--- src/rtl/dice_roll_tracker.sv ---
// dice_roll_tracker: captures dice_generator results after each roll
// and keeps roll/face/streak statistics.
// Ports: clk, reset (async, active-low), roll, dice_value[2:0], clear,
//   face_sel[2:0] -> sample_valid, last_value[2:0], roll_count,
//   face_count, streak_len[3:0], double_pulse, invalid_flag.
// Optional: define DICE_TRACKER_SUM_EN for the sum_total accumulator.
module dice_roll_tracker #(
  parameter int CNT_W = 8
) (
  input  logic             clk,
  input  logic             reset,
  input  logic             roll,
  input  logic [2:0]       dice_value,
  input  logic             clear,
  input  logic [2:0]       face_sel,
  output logic             sample_valid,
  output logic [2:0]       last_value,
  output logic [CNT_W-1:0] roll_count,
  output logic [CNT_W-1:0] face_count,
  output logic [3:0]       streak_len,
  output logic             double_pulse,
  output logic             invalid_flag
`ifdef DICE_TRACKER_SUM_EN
  ,
  output logic [CNT_W+2:0] sum_total
`endif
);

  localparam logic [1:0] IDLE    = 2'd0;
  localparam logic [1:0] ROLLING = 2'd1;
  localparam logic [1:0] SETTLE  = 2'd2;

  localparam logic [CNT_W-1:0] CMAX = {CNT_W{1'b1}};

  logic [1:0]       state_q, state_d;
  logic             sv_q, sv_d;
  logic             dp_q, dp_d;
  logic [2:0]       last_q, last_d;
  logic [CNT_W-1:0] cnt_q, cnt_d;
  logic [CNT_W-1:0] face_q [1:6];
  logic [CNT_W-1:0] face_d [1:6];
  logic [3:0]       streak_q, streak_d;
  logic             inv_q, inv_d;
  logic             cap;
  logic             legal;

  assign cap   = (state_q == SETTLE);
  assign legal = (dice_value != 3'd0) && (dice_value != 3'd7);

  always_comb begin
    state_d = state_q;
    unique case (state_q)
      IDLE:    if (roll) state_d = ROLLING;
      ROLLING: if (!roll) state_d = SETTLE;
      SETTLE:  state_d = roll ? ROLLING : IDLE;
      default: state_d = IDLE;
    endcase
    if (clear) state_d = IDLE;
  end

  always_comb begin
    sv_d     = 1'b0;
    dp_d     = 1'b0;
    last_d   = last_q;
    cnt_d    = cnt_q;
    face_d   = face_q;
    streak_d = streak_q;
    inv_d    = inv_q;
    if (clear) begin
      last_d   = 3'd0;
      cnt_d    = '0;
      streak_d = 4'd0;
      inv_d    = 1'b0;
      for (int f = 1; f <= 6; f++) face_d[f] = '0;
    end else if (cap) begin
      sv_d = 1'b1;
      if (legal) begin
        last_d = dice_value;
        if (cnt_q != CMAX) cnt_d = cnt_q + CNT_W'(1);
        for (int f = 1; f <= 6; f++) begin
          if (dice_value == 3'(f) && face_q[f] != CMAX)
            face_d[f] = face_q[f] + CNT_W'(1);
        end
        // last_q is 0 after reset/clear, never equal to a legal value
        if (dice_value == last_q) begin
          dp_d = 1'b1;
          if (streak_q != 4'd15) streak_d = streak_q + 4'd1;
        end else begin
          streak_d = 4'd1;
        end
      end else begin
        inv_d    = 1'b1;
        streak_d = 4'd0;
      end
    end
  end

  always_ff @(posedge clk or negedge reset) begin
    if (!reset) begin
      state_q  <= IDLE;
      sv_q     <= 1'b0;
      dp_q     <= 1'b0;
      last_q   <= 3'd0;
      cnt_q    <= '0;
      streak_q <= 4'd0;
      inv_q    <= 1'b0;
      for (int f = 1; f <= 6; f++) face_q[f] <= '0;
    end else begin
      state_q  <= state_d;
      sv_q     <= sv_d;
      dp_q     <= dp_d;
      last_q   <= last_d;
      cnt_q    <= cnt_d;
      streak_q <= streak_d;
      inv_q    <= inv_d;
      for (int f = 1; f <= 6; f++) face_q[f] <= face_d[f];
    end
  end

  always_comb begin
    face_count = '0;
    for (int f = 1; f <= 6; f++) begin
      if (face_sel == 3'(f)) face_count = face_q[f];
    end
  end

  assign sample_valid = sv_q;
  assign double_pulse = dp_q;
  assign last_value   = last_q;
  assign roll_count   = cnt_q;
  assign streak_len   = streak_q;
  assign invalid_flag = inv_q;

`ifdef DICE_TRACKER_SUM_EN
  logic [CNT_W+2:0] sum_q, sum_d;
  logic [CNT_W+3:0] sum_ext;

  assign sum_ext = {1'b0, sum_q}
                 + {{(CNT_W+1){1'b0}}, dice_value};

  always_comb begin
    sum_d = sum_q;
    if (clear) begin
      sum_d = '0;
    end else if (cap && legal) begin
      sum_d = sum_ext[CNT_W+3] ? {(CNT_W+3){1'b1}}
                               : sum_ext[CNT_W+2:0];
    end
  end

  always_ff @(posedge clk or negedge reset) begin
    if (!reset) sum_q <= '0;
    else        sum_q <= sum_d;
  end

  assign sum_total = sum_q;
`endif

endmodule

--- config.mk ---
export PLATFORM = sky130hd
export DESIGN_NAME = dice_roll_tracker
export DESIGN_NICKNAME = d
export VERILOG_FILES = /design/src/rtl/dice_roll_tracker.sv
export SDC_FILE = /design/constraint.sdc
export NUM_CORES = 1
export LEC_CHECK = 0
export BUFFER_PORTS_ARGS = -buffer_cell sky130_fd_sc_hd__buf_2
export CAP_MARGIN = 10
export CORE_MARGIN = 2
export CORE_UTILIZATION = 35
export DETAILED_ROUTE_END_ITERATION = 8
export PLACE_DENSITY = 0.63
export SYNTH_ARGS = -nofsm -noshare
export SYNTH_HDL_FRONTEND = slang
export SYNTH_SLANG_ARGS = --single-unit
--- constraint.sdc ---
create_clock -name clk -period 5.95 [get_ports clk]
set_input_delay 1.19 -clock clk [delete_from_list [all_inputs] [get_ports clk]]
set_output_delay 1.19 -clock clk [all_outputs]
set_load 0.01 [all_outputs]
# [Yosys cells after proc, flatten, opt, wreduce, memory -nomap -nowiden]
# Index checks and enable logic that the tools add are counted.
[op_classes] reduce_logical=29 n_eq_ne=28 mux=41 add_sub_neg=8
[ops] op="$mux W48" count=3
[ops] op="$mux W8" count=16
[ops] op="$add A8 B1 Y8 const B" count=7
[ops] op="$ne A8 B8 Y1 const B" count=7
[ops] op="$reduce_and A3 Y1" count=7
[ops] op="$mux W4" count=5
[ops] op="$eq A3 B3 Y1 const B" count=6
[ops] op="$reduce_bool A2 Y1" count=9
[ops] op="$eq A3 B2 Y1 const B" count=4
[ops] op="$mux W1" count=10
[ops] op="$mux W3" count=3
[ops] op="$ne A3 B3 Y1 const B" count=3
[ops] op="$reduce_and A2 Y1" count=4
[ops] op="$logic_and A1 B1 Y1" count=7
[ops] op="$eq A3 B1 Y1 const B" count=2
[ops] op="$mux W2" count=3
[ops] op="$pmux W2 S3" count=1
[ops] op="$add A4 B1 Y4 const B" count=1
[ops] op="$ne A4 B3 Y1 const B" count=1
[ops] op="$ne A4 B4 Y1 const B" count=1
[ops] op="$eq A3 B3 Y1" count=1
[ops] op="$reduce_bool A3 Y1" count=1
[ops] op="$eq A2 B1 Y1 const B" count=1
[ops] op="$eq A2 B2 Y1 const B" count=1
[ops] op="2 further kinds" count=2
[word_totals] ff_bits=68

# [Longest topological paths before layout]
# Gate-level depths: netlist of run 1.
[logic_depth] word_depth=7 ltp_mapped=6

# [Worst setup path after synthesis of run 1]
# Ideal clock, no wire load.
[synth_timing] kind="input-to-output" start="input face_sel[2]" end="output face_count[3]" required_time_ps=4760 stages=6 slack_ps=2389 n_path_buf=2 t_arrival_ps=2371 cell_sequence="clkbuf_1 > buf_1 > mux2i_1 > nor2_1 > a21oi_1 > a21oi_1"
[synth_via] elab_chain_cells=7 word_cells_on_any_way=12 cone_classes="6 x eq/ne; 6 x mux"
[synth_lines] item="start: declaration" line_no="15" rtl="input logic [2:0] face_sel,"
[synth_lines] item="$eq A3 B1 Y1" line_no="123" rtl="if (face_sel == 3'(f)) face_count = face_q[f];"
[synth_lines] item="$mux W8 (5 in a row)" line_no="123"
[synth_lines] item="$mux W8 *" line_no="123"
[synth_lines] item="end: declaration" line_no="19" rtl="output logic [CNT_W-1:0] face_count,"
# Every way passes the cells marked *; elsewhere a longest branch is shown, timed or not.

# [Final worst setup path of run 1]
[layout_timing] start="input face_sel[1]" end="output face_count[6]"
# The elaborated chain is that of the path after synthesis.

==> out/results.ini, run 1 <==
[routing]
dr.pass1.iters=4
wl_um=10300
drc_errors=0
vias=3627
wl_per_cell_um=16.5
drt_iter0_markers=251
vias_per_cell=5.80
antenna_left=0

[worst_setup_path]
critPathArrivalTime_ns=2.55
cp_data_required_time_ns=4.76
start_kind=primary input
worstPathMaxFanout=20
crit_slowest_cell=nor2b_1
crit_top_cell=buf_2
path_class=primary input to output port
rr_worst_depth=4
slowest_delay_ns=0.47
path_delay_family=simple AND/OR/NAND/NOR gates
critPathBufInv=2
crit_path_end_kind=output port
path_depth=6
cp_cell_sequence=buf_2 -> nor2b_1 -> a221oi_1 -> o21bai_1 -> a32o_1 -> buf_2

[clocking]
cts_sinks=68
clockRootBuffer=clkbuf_16
ctsResizeCount=0
cts_hold_buf=0
cts_buffers=9
cts_tree=built
clockBufferDepth=2
path_clk_slew_ns=0.06
insertion_delay_ns=0.34
htree_levels=3
postCtsSetupBuffers=0

[power]
p_clk_frac=0.495
p_per_area_nw_per_um2=228
combPwrFrac=0.061
p_int_w=0.000804
p_leak_nw=1.96
swShare=0.237
switching_power_w=0.000250
vdd_drop_max_mv=0.197
seq_power_share=0.444

[grt]
grt_max_degree=70
grt_pass1_vias=3402
grt.overflow.total=0
grt_pass1_wl_um=17300
grt_usage=0.169
antenna_found_initial=0

[synth]
ys_warn_count=0
synthTopCellsByCount=68 x dfrtp_1, 54 x a21oi_1, 41 x nor2_1, 28 x nand3_1, 21 x nand2_1
yosysMostFrequentCell=dfrtp_1
synth.top_cell.area_share=0.419
ys_seq_area_frac=0.419
yosys_register_bits=68
synth_nets=469
syn_inst=451
synth_ff_type=dfrtp_1
yosys.area.top_type=dfrtp_1
synth_edf_count=0
yosysUniqueCellTypes=51
avgSynthCellArea_um2=9.01
synth_area_leaders=dfrtp_1 42%, a21oi_1 6.7%, nor2_1 3.8%
synth_area_um2=4060
async_flop_share=1.00

[sta]
rsz0062_at_grt=no
fmax_mhz=267
tns_ns=0
setup_violations=0
period_share=0.629
hold_viol=0
drv_slew=0
fin_worst_skew_ns=0.00508
hold_ws_ns=0.500
relSlewSlack=0.359
worstMarginPinSlew_ns=0.958
min_period_ns=3.74

[layout]
drive_above_1_share=0.147
insertedDiodeCount=0
fill_cells=1132
areaGrowthSynthToFinish_pct=14.0
fin_cells=625
final_core_utilization=0.407
final_nets=495

[min_path]
hp-class=flop to flop
hold_path_depth=2

[die]
die_w_um=112
core_area_um2=11400
ioPinCount=36
dieHeight_um=112
std_cell_rows=39
start_util=0.357
die-area_um2=12500

[placed_design]
io_buffers=35
gp_congestion=0.903
dp_cells=609
place_hpwl_um=7020

[flow_run]
max_cap_violations=0

[outcome]
outcome=finished, final reports clean

## metal layers
| layer | track usage | share of wire |
|---|---|---|
| met5 | 0 | 0 |
| met4 | 0.0461 | 0.012 |
| met3 | 0.0370 | 0.047 |
| met2 | 0.275 | 0.48 |
| met1 | 0.229 | 0.46 |
## worst min-delay path: stages (launching register included)
cell	delay [ns]
dfrtp_1	0.35
a21oi_1	0.04
nor2_1	0.07
## layout make-up
class | count | area, µm² | area share
tap | 143 | 179 | 0.0386
multi-input combinational | 344 | 2210 | 0.477
inverter | 16 | 60.1 | 0.0130
timing repair buffer | 38 | 198 | 0.0427
clock inverter | 6 | 55.1 | 0.0119
sequential | 68 | 1700 | 0.367
clock buffer | 10 | 229 | 0.0494
## state kept, by name, indices dropped and copies added (netlist names)
name,cells
double_pulse,1
face_q,48
invalid_flag,1
last_value,3
roll_count,8
sample_valid,1
state_q,2
streak_len,4
## power by group through the flow
stage	logic, W	clock network [W]	registers, W
floorplan	0.0000388	0	0.000476
global placement	0.0000636	0	0.000476
detailed placement	0.0000650	0	0.000476
CTS	0.0000652	0.000533	0.000468
global route	0.0000720	0.000555	0.000468
finish	0.0000644	0.000522	0.000468
## path summary, 6_finish.rpt
check	start	slack, ns	endpoint
min	invalid_flag	0.50	invalid_flag
max in group asynchronous	reset	4.32	face_q[20]
min in group asynchronous	reset	1.06	streak_len[2]
min reg2reg	invalid_flag	0.50	invalid_flag
max reg2reg	state_q[1]	3.59	roll_count[7]
max	face_sel[1]	2.21	face_count[6]
## cells in the final DEF, fill, tap and decap left out, drive strengths merged, types with 3 or more instances in the layout
master and count:
o311ai 6, a31oi 4, and4 3, dfrtp 68, or4 15, o41ai 5, or3b 3, o31ai 14
nor3 4, o211ai 4, nor2b 8, and3 7, o21ai 19, and2 3, clkinv 5, mux2 8
a211oi 5, or3 13, a221oi 10, nand4 8, or2 4, nand3 28, a21oi 54, nor4 4
nor2 41, a311oi 3, nand2 21, inv 16, mux2i 13, ha 8, clkbuf 10, xnor2 4
buf 38, xor2 5
## stage by stage
stage | instance area [µm²] | power [W] | setup WS [ns]
6_report | 4630 | 0.00105 | 2.21
3_5_place_dp | 4350 | 0.000541 | 2.23
3_3_place_gp | 4350 | 0.000540 | 2.29
2_1_floorplan | 4060 | 0.000515 | 2.39
5_1_grt | 4630 | 0.00110 | 2.06
4_1_cts | 4630 | 0.00107 | 2.22
## kinds of logic (layout without fill, tap and decap cells)
logic type / count (synthesis) / after routing / synth area share
AO/OA/AOI/OAI: 135 / 135 / 0.215
XOR/XNOR: 9 / 9 / 0.0194
adder cells (fa/ha/maj): 8 / 8 / 0.0246
buffers and inverters: 39 / 70 / 0.0370
flip-flops: 68 / 68 / 0.419
multiplexers: 21 / 21 / 0.0542
AND/OR/NAND/NOR: 171 / 171 / 0.231
Note: power is estimated with default switching activity, not from simulation.
==> run 2: changes to the inputs <==
Clock period 5.95 ns to 3.6 ns, I/O delays scaled along.
==> run 2 against run 1 <==
- sequential cell count unchanged
- combinational power grew 68%
- clock power grew 56%
- design area barely moved
- die area stayed put
- critical path type unchanged
- critical endpoint unchanged
- largest power group unchanged
==> out/results.ini, run 2 (synthesized netlist as in run 1, its figures left out) <==
[outcome]
outcome=finished, final reports clean

[clocking]
insertion_delay_ns=0.33
clockBufferDepth=2
cts_buffers=9
cts_sinks=68
cts_tree=built
path_clk_slew_ns=0.05
clockRootBuffer=clkbuf_16
postCtsSetupBuffers=0
cts_hold_buf=0
ctsResizeCount=0
htree_levels=3

[power]
p_leak_nw=1.96
swShare=0.234
p_per_area_nw_per_um2=366
p_clk_frac=0.479
p_int_w=0.00130
switching_power_w=0.000396
vdd_drop_max_mv=0.312
seq_power_share=0.457
combPwrFrac=0.064

[worst_setup_path]
rr_worst_depth=4
reg2reg_setup_slack_ns=1.53
slowest_delay_ns=0.47
critPathArrivalTime_ns=2.09
crit_slowest_cell=nor2b_1
path_depth=6
cp_data_required_time_ns=2.88
worstPathMaxFanout=20
path_delay_family=simple AND/OR/NAND/NOR gates
crit_path_end_kind=output port
cp_cell_sequence=buf_2 -> nor2b_1 -> a221oi_1 -> o21bai_1 -> a32o_1 -> buf_2
critPathBufInv=2
reg2reg_from=state_q[0]
worstReg2RegEnd=face_q[27]
path_class=primary input to output port
crit_top_cell=buf_2
start_kind=primary input

[sta]
rsz0062_at_grt=no
fin_worst_skew_ns=0.00467
tns_ns=0
worstMarginPinSlew_ns=0.961
relSlewSlack=0.359
drv_slew=0
min_period_ns=2.81
period_share=0.779
hold_viol=0
worst_slack_ns=0.794
fmax_mhz=356
setup_violations=0

[min_path]
hp-class=flop to flop
holdPathEnd=invalid_flag
hp-start=invalid_flag
hold_path_depth=2

[routing]
dr.pass1.iters=6
vias_per_cell=5.94
vias=3721
drc_errors=0
wl_um=10400
wl_per_cell_um=16.6
antenna_left=0
drt_iter0_markers=305

[grt]
grt.overflow.total=0
met3_usage=0.0457
grt_max_degree=49
met1_usage=0.227
grt_pass1_vias=3484
grt_pass1_wl_um=17600
top_usage_layer=met2
grt_usage=0.172
antenna_found_initial=0
grt_util_met2=0.280

[layout]
largest_reg_flops=48
final_core_utilization=0.408
fin_cells=626
drive_above_1_share=0.147
top_register=face_q
mostFrequentLayoutCells=68 x dfrtp_1, 54 x a21oi_1, 41 x nor2_1
final_area_um2=4630
final_nets=497
mostFrequentLayoutCell=dfrtp_1
areaGrowthSynthToFinish_pct=14.1
fill_cells=1145
insertedDiodeCount=0

[die]
die-area_um2=12500
die_w_um=112
std_cell_rows=39
start_util=0.357
core_area_um2=11400
ioPinCount=36
dieHeight_um=112

[flow_run]
max_cap_violations=0

[placed_design]
io_buffers=35
place_hpwl_um=7310
place_ws_ns=0.837
postPlaceCellArea_um2=4360
gp_congestion=0.921
dp_cells=611

-- run 2: cell types whose count changed in the layout (fill, tap and decap cells not counted) --
cell	previous run	this run
buf_4	3	5
bufinv_16	1	0
clkbuf_8	0	2
clkbuf_1	1	2
clkinv_2	5	2
-- run 2: worst reg2reg max path, stage by stage (launching register included) --
cell and delay [ns]:
dfrtp_1 0.44, and4bb_2 0.40, o211ai_1 0.39, or4_1 0.61, a21oi_1 0.15
-- run 2: worst max-delay path by stage --
stage / start / end / slack [ns]
global route: face_sel[1] / face_count[6] / 0.65
floorplan: face_sel[2] / face_count[3] / 0.98
global placement: face_sel[1] / face_count[6] / 0.90
CTS: face_sel[1] / face_count[6] / 0.83
finish: face_sel[1] / face_count[6] / 0.79
detailed placement: face_sel[1] / face_count[6] / 0.84
-- run 2: stage by stage --
stage / power, W / hold slack [ns]
after floorplan: 0.000851 / 0.424
after global placement: 0.000894 / 0.481
after detailed placement: 0.000897 / 0.483
after CTS: 0.00172 / 0.497
after global routing: 0.00176 / 0.533
final: 0.00169 / 0.490
-- run 2: metal layers --
layer | wire length, µm | part of all wire | vias up
li1 | - | - | 1775
met1 | 4720 | 0.46 | 1812
met2 | 4960 | 0.48 | 121
met3 | 568 | 0.055 | 13
met4 | 125 | 0.012 | 0
met5 | 0 | 0 | -
-- run 2: power groups by stage --
stage / clock [W] / sequential (W) / combinational (W)
after global routing: 0.000870 / 0.000774 / 0.000121
after floorplan: 0 / 0.000787 / 0.0000642
final: 0.000813 / 0.000774 / 0.000108
after CTS: 0.000834 / 0.000774 / 0.000110
after global placement: 0 / 0.000787 / 0.000107
after detailed placement: 0 / 0.000787 / 0.000110
-- run 2: area by class of cell --
type                       count  area, µm²  area share
sequential                    68       1700       0.367
inverter                      16       60.1      0.0130
clock inverter                 2       10.0     0.00216
timing repair buffer          40        213      0.0459
multi-input combinational    344       2210       0.477
tap                          143        179      0.0386
clock buffer                  13        260      0.0562
==> run 3: changes to the inputs <==
Settings changed: ABC_AREA set to 1, PLACE_DENSITY 0.63 to 0.64.
Clock period 3.6 ns to 2.43 ns, I/O delays scaled along.
==> run 3 against run 2 <==
- sequential cell count unchanged
- largest power group unchanged
- sequential share of layout area fell by 2.1 points
- via count increased by 5.3%
- highest routed layer unchanged
- non-clock buffer count shrank 1
- die area up 4.8%
- clock power rose by 62%
- clock-buffer cell count is 1 lower
- hold slack worse by 0.34 ns
- power up 54%
- global-route usage rose by 0.28 points
- final cell count grew 23%
==> out/results.ini, run 3 <==
[clocking]
cts_hold_buf=0
clockRootBuffer=clkbuf_16
path_clk_slew_ns=0.06
cts_buffers=9
cts_sinks=68
clockBufferDepth=2
postCtsSetupBuffers=0
insertion_delay_ns=0.34
ctsResizeCount=0
htree_levels=3
cts_tree=built

[layout]
mostFrequentLayoutCells=176 x nand2_1, 88 x nand3_1, 68 x dfrtp_1
insertedDiodeCount=0
top_register=face_q
mostFrequentLayoutCell=nand2_1
largest_reg_flops=48
areaGrowthSynthToFinish_pct=15.1
final_nets=639
fin_cells=773
drive_above_1_share=0.137

[routing]
drt_iter0_markers=244
antenna_left=0
vias_per_cell=5.07
drc_errors=0
wl_um=10400
vias=3917
wl_per_cell_um=13.5
dr.pass1.iters=5

[synth]
avgSynthCellArea_um2=7.32
synth_top_family_by_area=simple AND/OR/NAND/NOR gates
synth_area_um2=4260
synth_area_leaders=dfrtp_1 40%, nand2_1 15%, nand3_1 10%
synth_edf_count=0
synth.top_cell.area_share=0.399
yosysMostFrequentCell=nand2_1
yosysUniqueCellTypes=33
synthMuxAreaShare=0
yosys.area_share.simple=0.407
yosys.area.top_type=dfrtp_1
yosys_register_bits=68
synth_compound_area_frac=0.0508
ys_warn_count=0
synth_ff_type=dfrtp_1
synthTopCellsByCount=176 x nand2_1, 88 x nand3_1, 68 x dfrtp_1, 55 x nor2_1, 54 x inv_1
synth-xor-area-share=0.0534
async_flop_share=1.00
syn_inst=582
ys_seq_area_frac=0.399
synth_nets=600
synth-adder-area-share=0.0235

[grt]
antenna_found_initial=0
grt_pass1_vias=3713
grt_max_degree=69
grt_usage=0.174
grt.overflow.total=0
grt_pass1_wl_um=18000

[sta]
setup_violations=0
worstMarginPinSlew_ns=0.534
hold_ws_ns=0.150
min_period_ns=2.09
relSlewSlack=0.642
rsz0062_at_grt=no
tns_ns=0
period_share=0.859
fin_worst_skew_ns=0.00666
fmax_mhz=479
hold_viol=0
drv_slew=0

[placed_design]
io_buffers=35
place_hpwl_um=7400
gp_congestion=0.867
dp_cells=757

[worst_setup_path]
critPathArrivalTime_ns=1.60
crit_path_end_kind=output port
path_class=primary input to output port
start_kind=primary input
worstPathMaxFanout=8
cp_data_required_time_ns=1.94

[die]
dieHeight_um=114
start_util=0.356
ioPinCount=36
core_area_um2=12000
std_cell_rows=40
die_w_um=114
die-area_um2=13100

[flow_run]
max_cap_violations=0

[power]
p_leak_nw=2.49
vdd_drop_max_mv=0.366
p_per_area_nw_per_um2=533

[outcome]
outcome=finished, final reports clean

[min_path]
hp-class=primary input to asynchronous set/reset pin

-- run 3: changes by cell type after synthesis, moves of 15 or more --
cell | before | now
a21oi_1 | 54 | 1
nand3_1 | 28 | 88
inv_1 | 16 | 54
xor2_1 | 5 | 24
or4_1 | 15 | 0
nand2_1 | 21 | 176
-- run 3: metal layers --
layer | up-vias | share of wire | global-route usage
li1 | 1981 | - | -
met4 | 0 | 0.027 | 0.0862
met5 | - | 0 | 0
met3 | 22 | 0.040 | 0.0413
met2 | 83 | 0.48 | 0.281
met1 | 1831 | 0.45 | 0.220
-- run 3: final cells by class --
class                           instances  area, µm²
Clock buffer                           12        246
Clock inverter                          4       48.8
Fill cell                            1239       7050
Inverter                               58        218
Multi-Input combinational cell        445       2280
Sequential cell                        68       1700
Tap cell                              147        184
Timing Repair Buffer                   39        230
-- run 3: final timing paths --
check	start	cells after the start	to	slack [ns]
hold reg to reg	state_q[0]	1	state_q[0]	0.44
hold / removal	reset	2	roll_count[6]	0.15
min in group clk	roll	2	state_q[1]	0.34
setup reg to reg	face_q[33]	7	face_q[39]	0.68
max in group asynchronous	reset	2	face_q[47]	1.96
setup / recovery	face_sel[1]	7	face_count[7]	0.34
-- run 3: worst max-delay path, cell delays in order --
cell,delay (ns)
buf_2,0.12
inv_1,0.08
nand2_1,0.07
nor2_1,0.42
nand2_1,0.11
nand4_1,0.15
buf_2,0.15
-- run 3: kinds of logic after synthesis --
family,after synthesis
buffers and inverters,69
AOI/OAI and AO/OA,32
xor gates and xnor gates,26
and+or+nand+nor,379
adders and majority gates,8
DFF,68
-- run 3: stage by stage --
step	power [W]	util	setup WS, ns	cell area, µm²
3_3_place_gp	0.00132	0.386	0.450	4610
4_1_cts	0.00265	0.410	0.384	4910
3_5_place_dp	0.00132	0.386	0.390	4610
5_1_grt	0.00272	0.410	0.269	4910
6_report	0.00261	0.410	0.342	4910
2_1_floorplan	0.00125	-	0.694	4260
-- run 3: power breakdown --
group / internal (W) / switching (W)
clock network: 0.000821 / 0.000498
registers: 0.00114 / 0.00000650
logic: 0.0000370 / 0.000113
